$ cat src/rtl/intc_vector_ctrl_pkg.sv
// Shared definitions for the interrupt vector controller: register
// offsets, FSM state encodings, default vector LSBs and byte-lane helpers.
package intc_vector_ctrl_pkg;

    // Width of a source index; covers up to 16 maskable sources.
    localparam int IDX_W = 4;

    // Register offsets relative to the block base address.
    localparam logic [2:0] IE_OFS     = 3'd0;
    localparam logic [2:0] IFG_OFS    = 3'd2;
    localparam logic [2:0] IV_OFS     = 3'd4;
    localparam logic [2:0] NMICTL_OFS = 3'd6;

    // Default vector LSBs: source 0 -> 0xFFFA, NMI -> 0xFFFC.
    localparam logic [5:0] DEF_BASE_VEC = 6'h3D;
    localparam logic [5:0] DEF_NMI_VEC  = 6'h3E;

    // Request/acknowledge handshake states.
    typedef enum logic {
        ST_IDLE = 1'b0,
        ST_ACK  = 1'b1
    } state_t;

    // Byte-lane write mask: full word, or the lane picked by address bit 0.
    function automatic logic [15:0] lane_mask(input logic bw, input logic a0);
        logic [15:0] m;
        if (!bw) begin
            m = 16'hFFFF;
        end else if (a0) begin
            m = 16'hFF00;
        end else begin
            m = 16'h00FF;
        end
        return m;
    endfunction

    // Align write data to its lane; byte writes always take the low data byte.
    function automatic logic [15:0] lane_data(input logic bw, input logic a0,
                                              input logic [15:0] d);
        logic [15:0] r;
        if (!bw) begin
            r = d;
        end else if (a0) begin
            r = {d[7:0], 8'h00};
        end else begin
            r = {8'h00, d[7:0]};
        end
        return r;
    endfunction

endpackage

$ cat src/rtl/intc_vector_ctrl_prio_enc.sv
// Lowest-index-first priority encoder. Index 0 has the highest priority.
// Shared by the IV register readback and the vector address output.
import intc_vector_ctrl_pkg::*;

module intc_prio_enc #(
    parameter int N = 8
) (
    input  logic [N-1:0]     i_req,
    output logic             o_valid,
    output logic [IDX_W-1:0] o_idx
);

    // Scan from the top down so the lowest set index is the last one kept.
    always_comb begin
        o_idx   = {IDX_W{1'b0}};
        o_valid = |i_req;
        for (int i = N - 1; i >= 0; i--) begin
            if (i_req[i]) begin
                o_idx = i[IDX_W-1:0];
            end else begin
                o_idx = o_idx;
            end
        end
    end

endmodule

$ cat src/rtl/intc_vector_ctrl.sv
// Memory-mapped interrupt controller: latches source edges into IFG, masks
// with IE, arbitrates (NMI first, then lowest index) and drives INT/NMI plus
// the vector LSBs. The acknowledge clears the winning flag and holds the
// vector steady for the whole INTACK pulse.
// Build option: define INTC_NMI_EN to include the NMI input, NMIIFG flag and
// NMICTL register; without it NMI is tied low and NMICTL reads 0.
import intc_vector_ctrl_pkg::*;

module intc_vector_ctrl #(
    parameter int          N_SRC     = 8,
    parameter logic [15:0] BASE_ADDR = 16'h0160,
    parameter logic [5:0]  BASE_VEC  = DEF_BASE_VEC,
    parameter logic [5:0]  NMI_VEC   = DEF_NMI_VEC
) (
    input  logic             MCLK,
    input  logic             reset,
    input  logic [15:0]      MAB,
    input  logic [15:0]      MDBout,
    input  logic             MW,
    input  logic             BW,
    output logic [15:0]      MDBin,
    input  logic [N_SRC-1:0] src_in,
    input  logic             nmi_in,
    input  logic             INTACK,
    output logic             INT,
    output logic             NMI,
    output logic [5:0]       IntAddrLSBs
);

    // ------------------------------------------------------------------
    // Registers and wires
    // ------------------------------------------------------------------
    logic [N_SRC-1:0] r_ie;
    logic [N_SRC-1:0] r_ifg;
    logic [N_SRC-1:0] r_src_smp;
    logic [N_SRC-1:0] r_src_prev;
    logic [5:0]       r_hold_vec;
    state_t           r_state;
    state_t           w_state_nx;

    logic [15:0]      w_ofs_full;
    logic             w_hit;
    logic [2:0]       w_ofs;
    logic             w_wr_ie;
    logic             w_wr_ifg;
    logic             w_wr_nmictl;
    logic [15:0]      w_wmask;
    logic [15:0]      w_wdata;
    logic             w_unused_bits;

    logic [N_SRC-1:0] w_src_rise;
    logic [N_SRC-1:0] w_pend;
    logic             w_pend_vld;
    logic [IDX_W-1:0] w_win_idx;
    logic             w_nmiifg;
    logic             w_ack_edge;
    logic             w_ack_clr_ifg;
    logic [N_SRC-1:0] w_ifg_clr_mask;
    logic [N_SRC-1:0] w_ifg_nx;
    logic [N_SRC-1:0] w_ie_nx;
    logic [15:0]      w_ie_ext;
    logic [15:0]      w_ifg_ext;
    logic [15:0]      w_iv;
    logic [5:0]       w_vec;
    logic [15:0]      w_rdata;

    // ------------------------------------------------------------------
    // Address decode (bit 0 of the address only selects a byte lane)
    // ------------------------------------------------------------------
    assign w_ofs_full  = {MAB[15:1], 1'b0} - BASE_ADDR;
    assign w_hit       = (w_ofs_full[15:3] == 13'd0);
    assign w_ofs       = w_ofs_full[2:0];
    assign w_wr_ie     = MW & w_hit & (w_ofs == IE_OFS);
    assign w_wr_ifg    = MW & w_hit & (w_ofs == IFG_OFS);
    assign w_wr_nmictl = MW & w_hit & (w_ofs == NMICTL_OFS);
    assign w_wmask     = lane_mask(BW, MAB[0]);
    assign w_wdata     = lane_data(BW, MAB[0], MDBout);
    // Lane bits above N_SRC are legitimately dropped for narrow builds.
    assign w_unused_bits = ^{w_wmask, w_wdata};

    // ------------------------------------------------------------------
    // Edge detection and arbitration
    // ------------------------------------------------------------------
    assign w_src_rise = r_src_smp & ~r_src_prev;
    assign w_pend     = r_ifg & r_ie;
    assign w_ack_edge = (r_state == ST_IDLE) & INTACK;

    intc_prio_enc #(
        .N (N_SRC)
    ) u_prio_enc (
        .i_req   (w_pend),
        .o_valid (w_pend_vld),
        .o_idx   (w_win_idx)
    );

    // An NMI always outranks maskable sources, so the IFG clear only fires
    // when no NMI flag is pending.
    assign w_ack_clr_ifg = w_ack_edge & ~w_nmiifg & w_pend_vld;

    // One-hot clear mask for the acknowledged maskable source.
    always_comb begin
        w_ifg_clr_mask = {N_SRC{1'b0}};
        for (int i = 0; i < N_SRC; i++) begin
            if (w_ack_clr_ifg && (w_win_idx == i[IDX_W-1:0])) begin
                w_ifg_clr_mask[i] = 1'b1;
            end else begin
                w_ifg_clr_mask[i] = 1'b0;
            end
        end
    end

    // IFG next value: software write, then ack clear, then hardware set wins.
    always_comb begin
        w_ifg_nx = r_ifg;
        if (w_wr_ifg) begin
            w_ifg_nx = (r_ifg & ~w_wmask[N_SRC-1:0]) |
                       (w_wdata[N_SRC-1:0] & w_wmask[N_SRC-1:0]);
        end else begin
            w_ifg_nx = r_ifg;
        end
        w_ifg_nx = (w_ifg_nx & ~w_ifg_clr_mask) | w_src_rise;
    end

    // IE next value with byte-lane merge.
    always_comb begin
        w_ie_nx = r_ie;
        if (w_wr_ie) begin
            w_ie_nx = (r_ie & ~w_wmask[N_SRC-1:0]) |
                      (w_wdata[N_SRC-1:0] & w_wmask[N_SRC-1:0]);
        end else begin
            w_ie_nx = r_ie;
        end
    end

    // Sample source levels every cycle for rising-edge detection.
    always_ff @(posedge MCLK or posedge reset) begin
        if (reset) begin
            r_src_smp  <= {N_SRC{1'b0}};
            r_src_prev <= {N_SRC{1'b0}};
        end else begin
            r_src_smp  <= src_in;
            r_src_prev <= r_src_smp;
        end
    end

    // Enable and flag registers.
    always_ff @(posedge MCLK or posedge reset) begin
        if (reset) begin
            r_ie  <= {N_SRC{1'b0}};
            r_ifg <= {N_SRC{1'b0}};
        end else begin
            r_ie  <= w_ie_nx;
            r_ifg <= w_ifg_nx;
        end
    end

    // ------------------------------------------------------------------
    // Optional NMI path
    // ------------------------------------------------------------------
`ifdef INTC_NMI_EN
    logic r_nmi_smp;
    logic r_nmi_prev;
    logic r_nmiifg;
    logic w_nmi_rise;
    logic w_nmictl_clr;
    logic w_nmiifg_nx;

    assign w_nmi_rise   = r_nmi_smp & ~r_nmi_prev;
    assign w_nmictl_clr = w_wr_nmictl & w_wmask[0] & ~w_wdata[0];
    assign w_nmiifg     = r_nmiifg;

    // NMIIFG next value: write-0-to-clear and ack clear lose to a new edge.
    always_comb begin
        w_nmiifg_nx = r_nmiifg;
        if (w_nmictl_clr || (w_ack_edge && r_nmiifg)) begin
            w_nmiifg_nx = 1'b0;
        end else begin
            w_nmiifg_nx = r_nmiifg;
        end
        w_nmiifg_nx = w_nmiifg_nx | w_nmi_rise;
    end

    // NMI level sampling and flag storage.
    always_ff @(posedge MCLK or posedge reset) begin
        if (reset) begin
            r_nmi_smp  <= 1'b0;
            r_nmi_prev <= 1'b0;
            r_nmiifg   <= 1'b0;
        end else begin
            r_nmi_smp  <= nmi_in;
            r_nmi_prev <= r_nmi_smp;
            r_nmiifg   <= w_nmiifg_nx;
        end
    end
`else
    logic w_unused_nmi;

    assign w_nmiifg     = 1'b0;
    assign w_unused_nmi = nmi_in ^ w_wr_nmictl;
`endif

    // ------------------------------------------------------------------
    // Vector and IV computation
    // ------------------------------------------------------------------
    assign w_vec = w_nmiifg   ? NMI_VEC :
                   w_pend_vld ? (BASE_VEC - {2'b00, w_win_idx}) : 6'h00;
    assign w_iv  = w_pend_vld ? {10'd0, ({1'b0, w_win_idx} + 5'd1), 1'b0}
                              : 16'h0000;

    // Zero-extend the N_SRC-wide registers to the bus width.
    always_comb begin
        w_ie_ext  = 16'h0000;
        w_ifg_ext = 16'h0000;
        w_ie_ext[N_SRC-1:0]  = r_ie;
        w_ifg_ext[N_SRC-1:0] = r_ifg;
    end

    // Combinational register readback; 0 when the block is not addressed.
    always_comb begin
        w_rdata = 16'h0000;
        if (w_hit) begin
            case (w_ofs)
                IE_OFS:     w_rdata = w_ie_ext;
                IFG_OFS:    w_rdata = w_ifg_ext;
                IV_OFS:     w_rdata = w_iv;
                NMICTL_OFS: w_rdata = {15'd0, w_nmiifg};
                default:    w_rdata = 16'h0000;
            endcase
        end else begin
            w_rdata = 16'h0000;
        end
    end

    assign MDBin = w_rdata;

    // ------------------------------------------------------------------
    // Acknowledge FSM
    // ------------------------------------------------------------------
    // State register; reset forces IDLE even in the middle of an ack.
    always_ff @(posedge MCLK or posedge reset) begin
        if (reset) begin
            r_state <= ST_IDLE;
        end else begin
            r_state <= w_state_nx;
        end
    end

    // Next state: enter ACK on INTACK, leave once INTACK drops.
    always_comb begin
        w_state_nx = r_state;
        case (r_state)
            ST_IDLE: begin
                if (INTACK) begin
                    w_state_nx = ST_ACK;
                end else begin
                    w_state_nx = ST_IDLE;
                end
            end
            ST_ACK: begin
                if (INTACK) begin
                    w_state_nx = ST_ACK;
                end else begin
                    w_state_nx = ST_IDLE;
                end
            end
            default: w_state_nx = ST_IDLE;
        endcase
    end

    // Capture the vector being acknowledged so it stays stable during ACK.
    always_ff @(posedge MCLK or posedge reset) begin
        if (reset) begin
            r_hold_vec <= 6'h00;
        end else if (w_ack_edge) begin
            r_hold_vec <= w_vec;
        end else begin
            r_hold_vec <= r_hold_vec;
        end
    end

    // Outputs: live requests in IDLE, masked requests and held vector in ACK.
    always_comb begin
        INT         = 1'b0;
        NMI         = 1'b0;
        IntAddrLSBs = 6'h00;
        case (r_state)
            ST_IDLE: begin
                INT         = w_pend_vld;
                NMI         = w_nmiifg;
                IntAddrLSBs = w_vec;
            end
            ST_ACK: begin
                INT         = 1'b0;
                NMI         = 1'b0;
                IntAddrLSBs = r_hold_vec;
            end
            default: begin
                INT         = 1'b0;
                NMI         = 1'b0;
                IntAddrLSBs = 6'h00;
            end
        endcase
    end

endmodule

$ cat config.mk
export PLATFORM = sky130hd
export DESIGN_NAME = intc_vector_ctrl
export DESIGN_NICKNAME = d
export VERILOG_FILES = /design/src/rtl/intc_vector_ctrl_pkg.sv /design/src/rtl/intc_vector_ctrl_prio_enc.sv /design/src/rtl/intc_vector_ctrl.sv
export SDC_FILE = /design/constraint.sdc
export NUM_CORES = 1
export LEC_CHECK = 0
export CORE_MARGIN = 5
export CORE_UTILIZATION = 40
export CTS_CLUSTER_SIZE = 40
export DETAILED_ROUTE_END_ITERATION = 6
export HOLD_SLACK_MARGIN = 0.12
export PLACE_DENSITY = 0.72
export SLEW_MARGIN = 20
export SYNTH_ARGS = -nofsm -noshare
export SYNTH_HDL_FRONTEND = slang
export SYNTH_SLANG_ARGS = --single-unit
export TNS_END_PERCENT = 50
$ cat constraint.sdc
create_clock -name MCLK -period 2.3 [get_ports MCLK]
set_input_delay 0.23 -clock MCLK [delete_from_list [all_inputs] [get_ports MCLK]]
set_output_delay 0.23 -clock MCLK [all_outputs]
set_load 0.005 [all_outputs]
**Word level (Yosys, flattened, before mapping)**

Cells that the tools add are included.

- Add/sub/neg operators: 3
- Multiplexer cells: 28
- Reductions and logical operators: 12
- Bitwise operators: 18
- Eq/ne operators: 9

Operators by type and width:

| kind | number |
|---|---|
| AND 8 bit | 6 |
| two-way mux 8 bit | 5 |
| two-way mux 3 bit | 8 |
| NOT 8 bit | 3 |
| bitwise OR 8 bit | 3 |
| one-hot mux 8 bit (3 select lines) | 1 |
| equality test 4 x 3 -> 1 bit (second input constant) | 4 |
| two-way mux 16 bit | 1 |
| subtractor 16 x 9 -> 16 bit (second input constant) | 1 |
| zero test 13 bit | 1 |
| two-way mux 6 bit | 2 |
| one-hot mux 6 bit (2 select lines) | 1 |
| two-way mux 1 bit | 9 |
| equality test 4 x 2 -> 1 bit (second input constant) | 2 |
| logical AND 1 bit | 8 |
| OR reduction 8 bit | 1 |
| subtractor 3 x 5 -> 6 bit (first input constant) | 1 |
| adder 4 x 1 -> 5 bit (second input constant) | 1 |
| AND 1 bit | 5 |
| equality test 4 x 1 -> 1 bit (second input constant) | 1 |
| zero test 4 bit | 1 |
| equality test 3 x 2 -> 1 bit (second input constant) | 1 |
| equality test 3 bit (second input constant) | 1 |
| zero test 3 bit | 1 |
| 2 further kinds | 2 |

- Input port bits: 46
- Register bits after elaboration: 39
- Logic and storage cells: 76

**Depth between registers and ports, before layout**

Gate-level depths: netlist (run 1).

- Depth after elaboration: 15
- Gate-level depth with buffers: 8

**Cells and area by module**

Synthesis (run 1) repeated with hierarchy kept, for this count alone.

- Cells, all modules: 214
- Area total of the unflattened synthesis: 2,162.1 µm²

Modules (own cells, without submodules):

| module | cells each | area each (µm²) | seq. area each (µm²) | instances |
|---|---|---|---|---|
| intc_vector_ctrl | 199 | 2,069.5 | 975.9 | 1 |
| intc_prio_enc | 15 | 92.6 | 0.0 | 1 |

**Worst setup path before layout (run 1)**

OpenSTA, ideal clock, no wires.

- Path kind: register to output
- Start: register r_ifg[6]
- End: output port MDBin[3]
- Path slack: 119 ps
- Arrival time: 1,951 ps
- Data required time: 2,070 ps
- Buffers on the path: 0
- Stages on the path, launching flop included: 9
- Cell sequence: dfrtp_1 > nand2_1 > a32o_1 > a211oi_1 > inv_1 > ha_1 > ha_1 > a21oi_1 > nor2_1

- Longest elaborated chain between the ends: 12
- Elaborated cells between the ends (all ways): 13

Ends and longest elaborated chain:

| item | line | text |
|---|---|---|
| from (decl) | intc_vector_ctrl.sv:34 | `logic [N_SRC-1:0] r_ifg;` |
| from (signal assigned) | intc_vector_ctrl.sv:150 | `r_ifg <= {N_SRC{1'b0}};` |
| from (signal assigned) | intc_vector_ctrl.sv:153 | `r_ifg <= w_ifg_nx;` |
| AND 8 bit * | intc_vector_ctrl.sv:85 | `assign w_pend = r_ifg & r_ie;` |
| two-way mux 3 bit (7 in series) | intc_vector_ctrl_prio_enc.sv:18 | `if (i_req[i]) begin` |
| adder 4 x 1 -> 5 bit | intc_vector_ctrl.sv:207 | `assign w_iv = w_pend_vld ? {10'd0, ({1'b0, w_win_idx} + 5'd1), 1'b0}` |
| two-way mux 6 bit * | intc_vector_ctrl.sv:207 |  |
| one-hot mux 8 bit (3 select lines) * | intc_vector_ctrl.sv:222 | `case (w_ofs)` |
| two-way mux 16 bit * | intc_vector_ctrl.sv:221 | `if (w_hit) begin` |
| to (decl) | intc_vector_ctrl.sv:21 | `output logic [15:0] MDBin,` |

Every way passes the cells marked *; elsewhere a longest branch is shown, timed or not.

**Worst setup path in the final report (run 1)**

- Start: register r_ifg[3]
- End: output port MDBin[3]

- Longest elaborated chain between the ends: 9
- Elaborated cells between the ends (all ways): 10

Ends and longest elaborated chain:

| item | line |
|---|---|
| AND 8 bit | intc_vector_ctrl.sv:85 |
| two-way mux 3 bit (4 in series) | intc_vector_ctrl_prio_enc.sv:18 |
| adder 4 x 1 -> 5 bit | intc_vector_ctrl.sv:207 |
| two-way mux 6 bit | intc_vector_ctrl.sv:207 |
| one-hot mux 8 bit (3 select lines) * | intc_vector_ctrl.sv:222 |
| two-way mux 16 bit * | intc_vector_ctrl.sv:221 |

Marked as above.

==> results of run 1 <==
power groups by stage:
stage               Sequential [uW]  Combinational, uW  Clock [uW]
finish                          693                126         476
floorplan                       701               54.9           0
global placement                704                120           0
CTS                             692                124         488
detailed placement              705                121           0
global route                    695                138         521
final cells by class:
cell class / instances / area, um2
clock buffer: 6 / 82.58
clock inverter: 2 / 12.51
fill: 384 / 1589
inverter: 13 / 48.80
multi-input combinational: 129 / 1057
sequential: 38 / 950.9
tap: 67 / 83.83
timing repair buffer: 107 / 929.6
metal layers:
layer | up-vias | routed length [um] | global-route usage
met5 | - | 0 | 0
met4 | 0 | 78 | 0.06588
met3 | 6 | 463 | 0.05157
met2 | 55 | 2651 | 0.2781
met1 | 844 | 2157 | 0.1874
li1 | 845 | - | -
per-stage QoR:
stage          total power [uW]  hold slack (ns)  TNS, ns  worst slack (ns)
3_5_place_dp              825.8           0.3622   -2.440           -0.2376
3_3_place_gp              823.9           0.3597   -2.246           -0.2452
6_report                   1294           0.3409  -0.1819           -0.1475
4_1_cts                    1303           0.3509  -0.4060           -0.1390
5_1_grt                    1354           0.3551  -0.8573           -0.2628
2_1_floorplan             755.6           0.2614        0            0.1191
how the worst max path moves through the flow:
stage / end / slack, ns / cells after the start
2_1_floorplan: MDBin[3] / 0.12 / 8
3_3_place_gp: MDBin[3] / -0.25 / 9
3_5_place_dp: MDBin[1] / -0.24 / 6
4_1_cts: MDBin[3] / -0.14 / 9
5_1_grt: MDBin[3] / -0.26 / 11
6_report: MDBin[3] / -0.15 / 11
kinds of logic after synthesis:
kind of cell | count (synthesis) | share of synthesized area
mux | 25 | 0.1316
fa+ha+maj | 8 | 0.05063
buf+inv | 26 | 0.06898
compound gates | 32 | 0.1108
flops | 38 | 0.4810
other cells | 1 | 0.001897
simple gates | 55 | 0.1551
placed cells by master (no fill, tap or decap), types with 2 or more instances in the layout:
cell	count
buf_4	51
dfrtp_1	38
clkdlybuf4s50_1	36
nor2_1	17
mux2i_1	17
nand2_1	14
inv_1	11
conb_1	9
mux2_2	8
o22ai_1	8
a22o_1	6
clkbuf_8	6
ha_1	5
buf_2	5
buf_6	5
dlygate4sd2_1	4
a21oi_1	3
a21oi_2	3
or2_2	2
nor4_4	2
nand2_2	2
nor2_4	2
inv_2	2
o31ai_4	2
nor2_2	2
and2_1	2
o31ai_1	2
ha_4	2
clkdlybuf4s15_1	2
dlymetal6s2s_1	2
critical path, stage by stage, from the launching register on:
cell	delay, ns
dfrtp_1	0.40
a22o_1	0.27
buf_6	0.13
buf_4	0.14
nor2_4	0.14
o21ai_4	0.09
inv_2	0.09
buf_4	0.11
ha_1	0.22
a21oi_1	0.14
nor2_1	0.06
buf_2	0.12
repair_timing:
| action | 4_1_cts | 5_1_grt |
|---|---|---|
| setup endpoints to repair | 15 | 12 |
| pin swaps | 17 | 13 |
| setup buffers | 19 | 7 |
| resized for setup | 46 | 24 |
==> key figures, run 1 <==
Placement
  • Placed insts: 332
  • Routability congestion estimate: 0.8161
  • DPL Wire Length: 3589 um
  • Port Buffers: 51
  • DP Area: 2781 um2

Synthesis
  • Syn Area/Cell: 10.69 um2
  • Seq/Total Area, Yosys: 0.4810
  • Most frequent cells after synthesis: dfrtp_1, nor2_1, mux2i_1
  • Mapped Area: 1977 um2
  • Warnings from Yosys: 0
  • Post-synthesis cell type count: 38
  • Synth top area share: 0.4810
  • Post-synth top flop: dfrtp_1
  • Synth area leader: dfrtp_1
  • Instance count of the mapped netlist: 185
  • Top-count cell post-synth: dfrtp_1
  • Synth Register Bits: 38
  • Largest cells by area after synthesis: dfrtp_1, mux2i_1, ha_1
  • Post-synth EDFFs: 0
  • FFs w/ async S/R, synth: 1.000

STA
  • Maximum clock rate: 0.4086 GHz
  • Final critical-path required period: 2.448 ns
  • Final setup fails: 2
  • Period Utilization, post-route: 1.064
  • RSZ-0062 raised after global routing: true
  • Final Hold Fails: 0
  • Worst Setup Slack, final: -0.1475 ns
  • Skew final: 0.006428 ns
  • Max-slew violation count: 0

Cells and area
  • Layout Cells excl Fill: 362
  • Layout cells sized above 1: 0.3695
  • P&R area growth vs syn: 60.13%
  • Core Util, Final: 0.6658
  • Nets: 348
  • Final instance area: 3166 um2
  • # diodes: 0

Setup path
  • CP Launch Type: flop
  • CP startpoint: r_ifg[3]
  • Reg2Reg Setup Slack: 0.31 ns
  • Reg2Reg Launch Point: r_ifg[5]
  • Largest fanout on the critical path: 3
  • R2r endpoint: r_ifg[6]
  • WS Path Type: reg -> out
  • R2R cell count: 12
  • WP data arrival: 2.22 ns
  • CP Capture Type: primary output
  • Worst EP required: 2.07 ns

Power
  • Power share of the sequential group: 0.535
  • Combinational power share: 0.097
  • Switching share of power: 0.2281
  • Clock network power share: 0.368
  • Leakage: 0.001575 uW
  • Max IR drop VDD: 0.3419 mV
  • PD cells: 408.9 nW/um2
  • P_sw: 295.2 uW
  • P_int: 999.2 uW

Status
  • Status: complete, but fails checks
  • Failing checks: setup timing

Clock tree
  • Root Buffer: clkbuf_8
  • CTS tree: built
  • Max Buffers Root-to-Sink: 2
  • Hold_buf cts: 0
  • Num CTS Buffers: 5
  • Worst-path clk slew: 0.07 ns
  • Clk_lat worst skew: 0.29 ns
  • H-tree depth: 2
  • Clk sink count: 38

Die
  • Total I/O pin count: 70
  • Die area: 6448 um2
  • Core ar.: 4755 um2
  • Starting Density: 0.4158
  • Die height: 80.30 um
  • Die X: 80.30 um
  • Std cell rows: 25

Global route
  • Number of global-route vias before repair: 1752
  • First-pass GRT wire length: 7907 um
  • Initial antenna violation count: 0
  • Grt total ovfl: 0
  • All-layer global routing usage: 0.1627
  • Largest net degree at the start of global routing: 39

Drt
  • Drt first pass iters: 4
  • WL/cell: 14.78 um
  • Via count: 1750
  • DRT iter0 DRCs: 107
  • Vias per cell: 4.834
  • WL final: 5350 um
  • Post-route ant nets: 0
  • Post-route DRC: 0

Worst hold path
  • Hold WC Path Type: in -> async

Job
  • Max cap viols: 0
Power figures use the tool's default switching activity.
==> run 2: changes to the inputs <==
- CELL_PAD_IN_SITES_DETAIL_PLACEMENT: default -> 1
- CELL_PAD_IN_SITES_GLOBAL_PLACEMENT: default -> 1
- CORE_UTILIZATION: 40 -> 34
- PLACE_DENSITY: 0.72 -> default
- PLACE_DENSITY_LB_ADDON: default -> 0.1
==> key figures, run 2 (same netlist as run 1, synthesis figures left out) <==
Drt
  • DRT iter0 DRCs: 45 (was 107)
  • Via count: 1791 (was 1750)
  • WL final: 6309 um (was 5350 um)
  • Post-route ant nets: 0 (unchanged)
  • Post-route DRC: 0 (unchanged)
  • Vias per cell: 4.867 (was 4.834)
  • WL/cell: 17.14 um (was 14.78 um)
  • Drt first pass iters: 4 (unchanged)

Die
  • Core ar.: 5574 um2 (was 4755 um2)
  • Die area: 7439 um2 (was 6448 um2)
  • Starting Density: 0.3547 (was 0.4158)
  • Die height: 86.25 um (was 80.30 um)
  • Total I/O pin count: 70 (unchanged)
  • Die X: 86.25 um (was 80.30 um)
  • Std cell rows: 27 (was 25)

Power
  • P_sw: 292.6 uW (was 295.2 uW)
  • Leakage: 0.001552 uW (was 0.001575 uW)
  • Combinational power share: 0.092 (was 0.097)
  • Power share of the sequential group: 0.495 (was 0.535)
  • PD cells: 445.8 nW/um2 (was 408.9 nW/um2)
  • Max IR drop VDD: 0.3382 mV (was 0.3419 mV)
  • Switching share of power: 0.2093 (was 0.2281)
  • Clock network power share: 0.413 (was 0.368)
  • P_int: 1106 uW (was 999.2 uW)

STA
  • Max-slew violation count: 0 (unchanged)
  • Hold Slack: 0.3453 ns (was 0.3409 ns)
  • Worst Setup Slack, final: -0.1335 ns (was -0.1475 ns)
  • Final setup fails: 7 (was 2)
  • Period Utilization, post-route: 1.058 (was 1.064)
  • RSZ-0062 raised after global routing: true (unchanged)
  • Final Hold Fails: 0 (unchanged)
  • Skew final: 0.003155 ns (was 0.006428 ns)
  • TNS Setup: -0.5476 ns (was -0.1819 ns)
  • Final critical-path required period: 2.434 ns (was 2.448 ns)
  • Maximum clock rate: 0.4109 GHz (was 0.4086 GHz)

Clock tree
  • CTS tree: built (unchanged)
  • Worst-path clk slew: 0.07 ns (about the same)
  • Max Buffers Root-to-Sink: 2 (unchanged)
  • Num CTS Buffers: 5 (unchanged)
  • Clk sink count: 38 (unchanged)
  • Clk_lat worst skew: 0.29 ns (about the same)
  • Root Buffer: clkbuf_8 (unchanged)
  • H-tree depth: 2 (unchanged)

Cells and area
  • Most frequent cells in the layout: buf_4, dfrtp_1, clkdlybuf4s50_1, nor2_1, mux2i_1 (unchanged)
  • Register area: 950.9 um2 (unchanged)
  • Fillers: 619 (was 384)
  • Layout cells sized above 1: 0.3716 (was 0.3695)
  • Most common cell after layout, fill and taps aside: buf_4 (unchanged)
  • P&R area growth vs syn: 58.67% (was 60.13%)
  • Nets: 350 (was 348)
  • # diodes: 0 (unchanged)
  • Area of the multi-input gates: 1020 um2 (was 1057 um2)
  • Core Util, Final: 0.5627 (was 0.6658)

Job
  • Max cap viols: 0 (unchanged)

Setup path
  • Reg2Reg Launch Point: r_ifg[3] (was r_ifg[5])
  • WP data arrival: 2.20 ns (was 2.22 ns)
  • Largest fanout on the critical path: 2 (was 3)
  • CP Capture Type: primary output (unchanged)
  • CP Launch Type: flop (unchanged)
  • R2R cell count: 12 (unchanged)
  • Worst EP required: 2.07 ns (about the same)
  • WS Path Type: reg -> out (unchanged)

Status
  • Failing checks: setup timing (unchanged)
  • Status: complete, but fails checks (unchanged)

Global route
  • Initial antenna violation count: 0 (unchanged)
  • Grt total ovfl: 0 (unchanged)
  • Largest net degree at the start of global routing: 39 (unchanged)
  • First-pass GRT wire length: 9597 um (was 7907 um)
  • All-layer global routing usage: 0.1661 (was 0.1627)
  • Number of global-route vias before repair: 1993 (was 1752)

Placement
  • Port Buffers: 51 (unchanged)
  • DPL Wire Length: 4572 um (was 3589 um)
  • Routability congestion estimate: 0.8240 (was 0.8161)

Worst hold path
  • Hold WC Path Type: in -> async (unchanged)
-- run 2: cell count changes in the layout (fill, tap and decap cells not counted), sizes merged --
cell,delta
clkdlybuf4s15,-1
clkinv,-1
buf,-1
dlymetal6s2s,-2
clkbuf,+5
dlygate4sd2,+1
bufinv,+1
clkinvlp,-1
-- run 2: worst max-delay path, stage by stage, from the launching register on --
cell and delay, ns:
dfrtp_1 0.38, buf_4 0.12, a22o_1 0.16, a21oi_1 0.07, a211oi_2 0.31, inv_1 0.13, ha_4 0.19, ha_4 0.21
a21oi_2 0.15, nor2_1 0.06, buf_2 0.13
-- run 2: layout make-up --
class | instances | area share
Clock buffer | 6 | 0.02633
Clock inverter | 1 | 0.009573
Inverter | 13 | 0.01556
Multi-Input combinational cell | 129 | 0.3251
Sequential cell | 38 | 0.3032
Tap cell | 72 | 0.02872
Timing Repair Buffer | 109 | 0.2916
-- run 2: what timing repair did --
item / 4_1_cts / 5_1_grt
setup buffers: 17 / 5
setup endpoints to repair: 14 / 9
hold buffers: 0 / 0
resized for setup: 38 / 26
pin swaps: 14 / 8
-- run 2: routing by layer --
layer  share of wire  global-route usage  routed length (um)  vias up
met5               0                   0                   0        -
met4           0.021             0.06091                 131        0
met3           0.059             0.04468                 372       12
met2            0.51              0.3041                3235       56
met1            0.41              0.1832                2569      882
li1                -                   -                   -      841
-- run 2: final timing paths --
check                           endpoint  slack, ns
setup / recovery                MDBin[3]      -0.13
hold / removal             r_hold_vec[4]       0.35
max in group asynchronous       r_ifg[5]       1.62
setup reg to reg                r_ifg[2]       0.14
hold reg to reg            r_src_prev[0]       0.38
min in group MCLK           r_src_smp[3]       0.37
-- run 2: power groups by stage --
| stage | logic [uW] | registers, uW | clock network, uW |
|---|---|---|---|
| after floorplan | 54.9 | 701 | 0 |
| after global placement | 121 | 704 | 0 |
| after detailed placement | 125 | 705 | 0 |
| after CTS | 127 | 692 | 593 |
| after global routing | 139 | 694 | 613 |
| final | 128 | 693 | 577 |
-- run 2: stage by stage --
stage	power (uW)	cell area [um2]	worst slack, ns	cells
after floorplan	755.6	2007	0.1191	193
after global placement	825.3	2790	-0.1686	339
after detailed placement	830.0	2790	-0.2978	339
after CTS	1413	3074	-0.1600	363
after global routing	1446	3137	-0.2228	368
final	1398	3137	-0.1335	368
==> run 3: changes to the inputs <==
- CORE_UTILIZATION: 34 -> 30
==> key figures, run 3 (same netlist as run 1, synthesis figures left out) <==
Placement
  • Placed insts: 348 (was 339)
  • DPL Wire Length: 4172 um (was 4572 um)
  • Port Buffers: 51 (unchanged)
  • Routability congestion estimate: 0.7130 (was 0.8240)
  • DP Area: 2851 um2 (was 2790 um2)

Setup path
  • Reg2Reg Setup Slack: 0.11 ns (was 0.14 ns)
  • Most frequent cell on the critical path: ha_4 (unchanged)
  • R2r endpoint: r_ifg[3] (was r_ifg[2])
  • CP Capture Type: primary output (unchanged)
  • Slowest cell on crit path: dfrtp_1 (unchanged)
  • WP data arrival: 2.10 ns (was 2.20 ns)
  • Crit path cell chain: a32o_2, a211oi_2, inv_2, ha_4, ha_4, a21oi_2, nor2_2, buf_2 (was buf_4, a22o_1, a21oi_1, a211oi_2, inv_1, ha_4, ha_4, a21oi_2, nor2_1, buf_2)
  • CP Launch Type: flop (unchanged)
  • WS Path Type: reg -> out (unchanged)
  • Largest fanout on the critical path: 3 (was 2)
  • CP bufs+invs: 2 (was 3)
  • R2R cell count: 11 (was 12)
  • CP top delay family: compound AO/OA/AOI/OAI gates (unchanged)
  • Worst EP required: 2.07 ns (about the same)
  • Slowest stage delay, CP: 0.42 ns (was 0.38 ns)
  • Reg2Reg Launch Point: r_ifg[6] (was r_ifg[3])

Cells and area
  • Layout Cells excl Fill: 371 (was 368)
  • Fillers: 704 (was 619)
  • Final instance area: 3186 um2 (was 3137 um2)
  • Most common cell after layout, fill and taps aside: buf_4 (unchanged)
  • Most frequent cells in the layout: buf_4, dfrtp_1, clkdlybuf4s50_1, nor2_1, mux2i_1 (unchanged)
  • Nets: 347 (was 350)
  • Layout cells sized above 1: 0.3844 (was 0.3716)
  • P&R area growth vs syn: 61.14% (was 58.67%)
  • # diodes: 0 (unchanged)

Status
  • Status: complete, but fails checks (unchanged)
  • Failing checks: setup timing (unchanged)

Drt
  • Post-route ant nets: 0 (unchanged)
  • Via count: 1739 (was 1791)
  • WL final: 5642 um (was 6309 um)
  • Vias per cell: 4.687 (was 4.867)
  • DRT iter0 DRCs: 53 (was 45)
  • Post-route DRC: 0 (unchanged)
  • Drt first pass iters: 4 (unchanged)
  • WL/cell: 15.21 um (was 17.14 um)

Global route
  • Largest net degree at the start of global routing: 39 (unchanged)
  • Initial antenna violation count: 0 (unchanged)
  • Grt total ovfl: 0 (unchanged)
  • All-layer global routing usage: 0.1353 (was 0.1661)
  • First-pass GRT wire length: 9128 um (was 9597 um)
  • Number of global-route vias before repair: 1811 (was 1993)

Worst hold path
  • Hold WC Path Type: in -> async (unchanged)

STA
  • Final Hold Fails: 0 (unchanged)
  • Final critical-path required period: 2.326 ns (was 2.434 ns)
  • Worst Setup Slack, final: -0.02600 ns (was -0.1335 ns)
  • Final setup fails: 3 (was 7)
  • Period Utilization, post-route: 1.011 (was 1.058)
  • RSZ-0062 raised after global routing: true (unchanged)
  • Maximum clock rate: 0.4299 GHz (was 0.4109 GHz)
  • Max-slew violation count: 0 (unchanged)
  • Skew final: 0.006756 ns (was 0.003155 ns)

Clock tree
  • H-tree depth: 2 (unchanged)
  • CTS tree: built (unchanged)
  • Hold_buf cts: 0 (unchanged)
  • Num CTS Buffers: 5 (unchanged)
  • Max Buffers Root-to-Sink: 2 (unchanged)
  • Clk sink count: 38 (unchanged)
  • Clk_lat worst skew: 0.29 ns (about the same)
  • Root Buffer: clkbuf_8 (unchanged)
  • Worst-path clk slew: 0.08 ns (was 0.07 ns)

Job
  • Max cap viols: 0 (unchanged)

Die
  • Total I/O pin count: 70 (unchanged)
  • Die X: 91.18 um (was 86.25 um)
  • Die area: 8313 um2 (was 7439 um2)
  • Core ar.: 6386 um2 (was 5574 um2)
  • Die height: 91.18 um (was 86.25 um)
  • Starting Density: 0.3096 (was 0.3547)
  • Std cell rows: 29 (was 27)

Power
  • PD cells: 408.0 nW/um2 (was 445.8 nW/um2)
  • Leakage: 0.001544 uW (was 0.001552 uW)
  • Max IR drop VDD: 0.2787 mV (was 0.3382 mV)
## run 3: metrics by stage
step | worst slack, ns | power [uW] | TNS [ns] | utilization | hold WS, ns
2_1_floorplan | 0.1191 | 755.6 | 0 | - | 0.2614
3_3_place_gp | -0.2124 | 829.1 | -2.081 | 0.4465 | 0.3593
3_5_place_dp | -0.2370 | 831.1 | -2.124 | 0.4465 | 0.3617
4_1_cts | -0.1229 | 1320 | -0.2970 | 0.4806 | 0.3677
5_1_grt | -0.1299 | 1367 | -0.8074 | 0.4988 | 0.3555
6_report | -0.02600 | 1300 | -0.04153 | 0.4988 | 0.3592
## run 3: routing by layer
| metal | track usage | vias up | part of all wire |
|---|---|---|---|
| li1 | - | 844 | - |
| met3 | 0.03306 | 2 | 0.048 |
| met5 | 0 | - | 0 |
| met4 | 0.03301 | 0 | 0.0051 |
| met1 | 0.1788 | 850 | 0.47 |
| met2 | 0.2230 | 43 | 0.48 |
## run 3: worst max-delay path by stage
stage / slack (ns) / endpoint / startpoint / cells after the start
2_1_floorplan: 0.12 / MDBin[3] / r_ifg[6] / 8
3_3_place_gp: -0.21 / MDBin[3] / flop / 9
3_5_place_dp: -0.24 / MDBin[3] / flop / 9
4_1_cts: -0.12 / IntAddrLSBs[2] / flop / 9
5_1_grt: -0.13 / MDBin[3] / r_ifg[6] / 9
6_report: -0.03 / MDBin[3] / r_ifg[7] / 8
## run 3: where the power goes
part           switching, uW  internal [uW]  leakage, uW  total (uW)
Combinational           50.8           76.9      0.00105         128
Clock                    239            241    0.0000472         480
Sequential              9.33            683     0.000450         692
Total                    299           1000      0.00154        1300
## run 3: worst min-delay path, stage by stage
cell and delay (ns):
clkdlybuf4s50_1 0.40, inv_1 0.05, buf_4 0.41
## run 3: timing repair
action	in CTS	in global routing
resized for setup	53	27
setup buffers	12	5
pin swaps	15	14
setup endpoints to repair	15	10
## run 3: final cells by class
class,count,area [um2],share of cell area
multi-input cells,129,1070,0.3358
well taps,77,96.34,0.03024
inverters,13,48.80,0.01532
clock buffers,6,82.58,0.02592
repair buffers,106,924.6,0.2903
clock inverters,2,12.51,0.003928
flip-flops and latches,38,950.9,0.2985
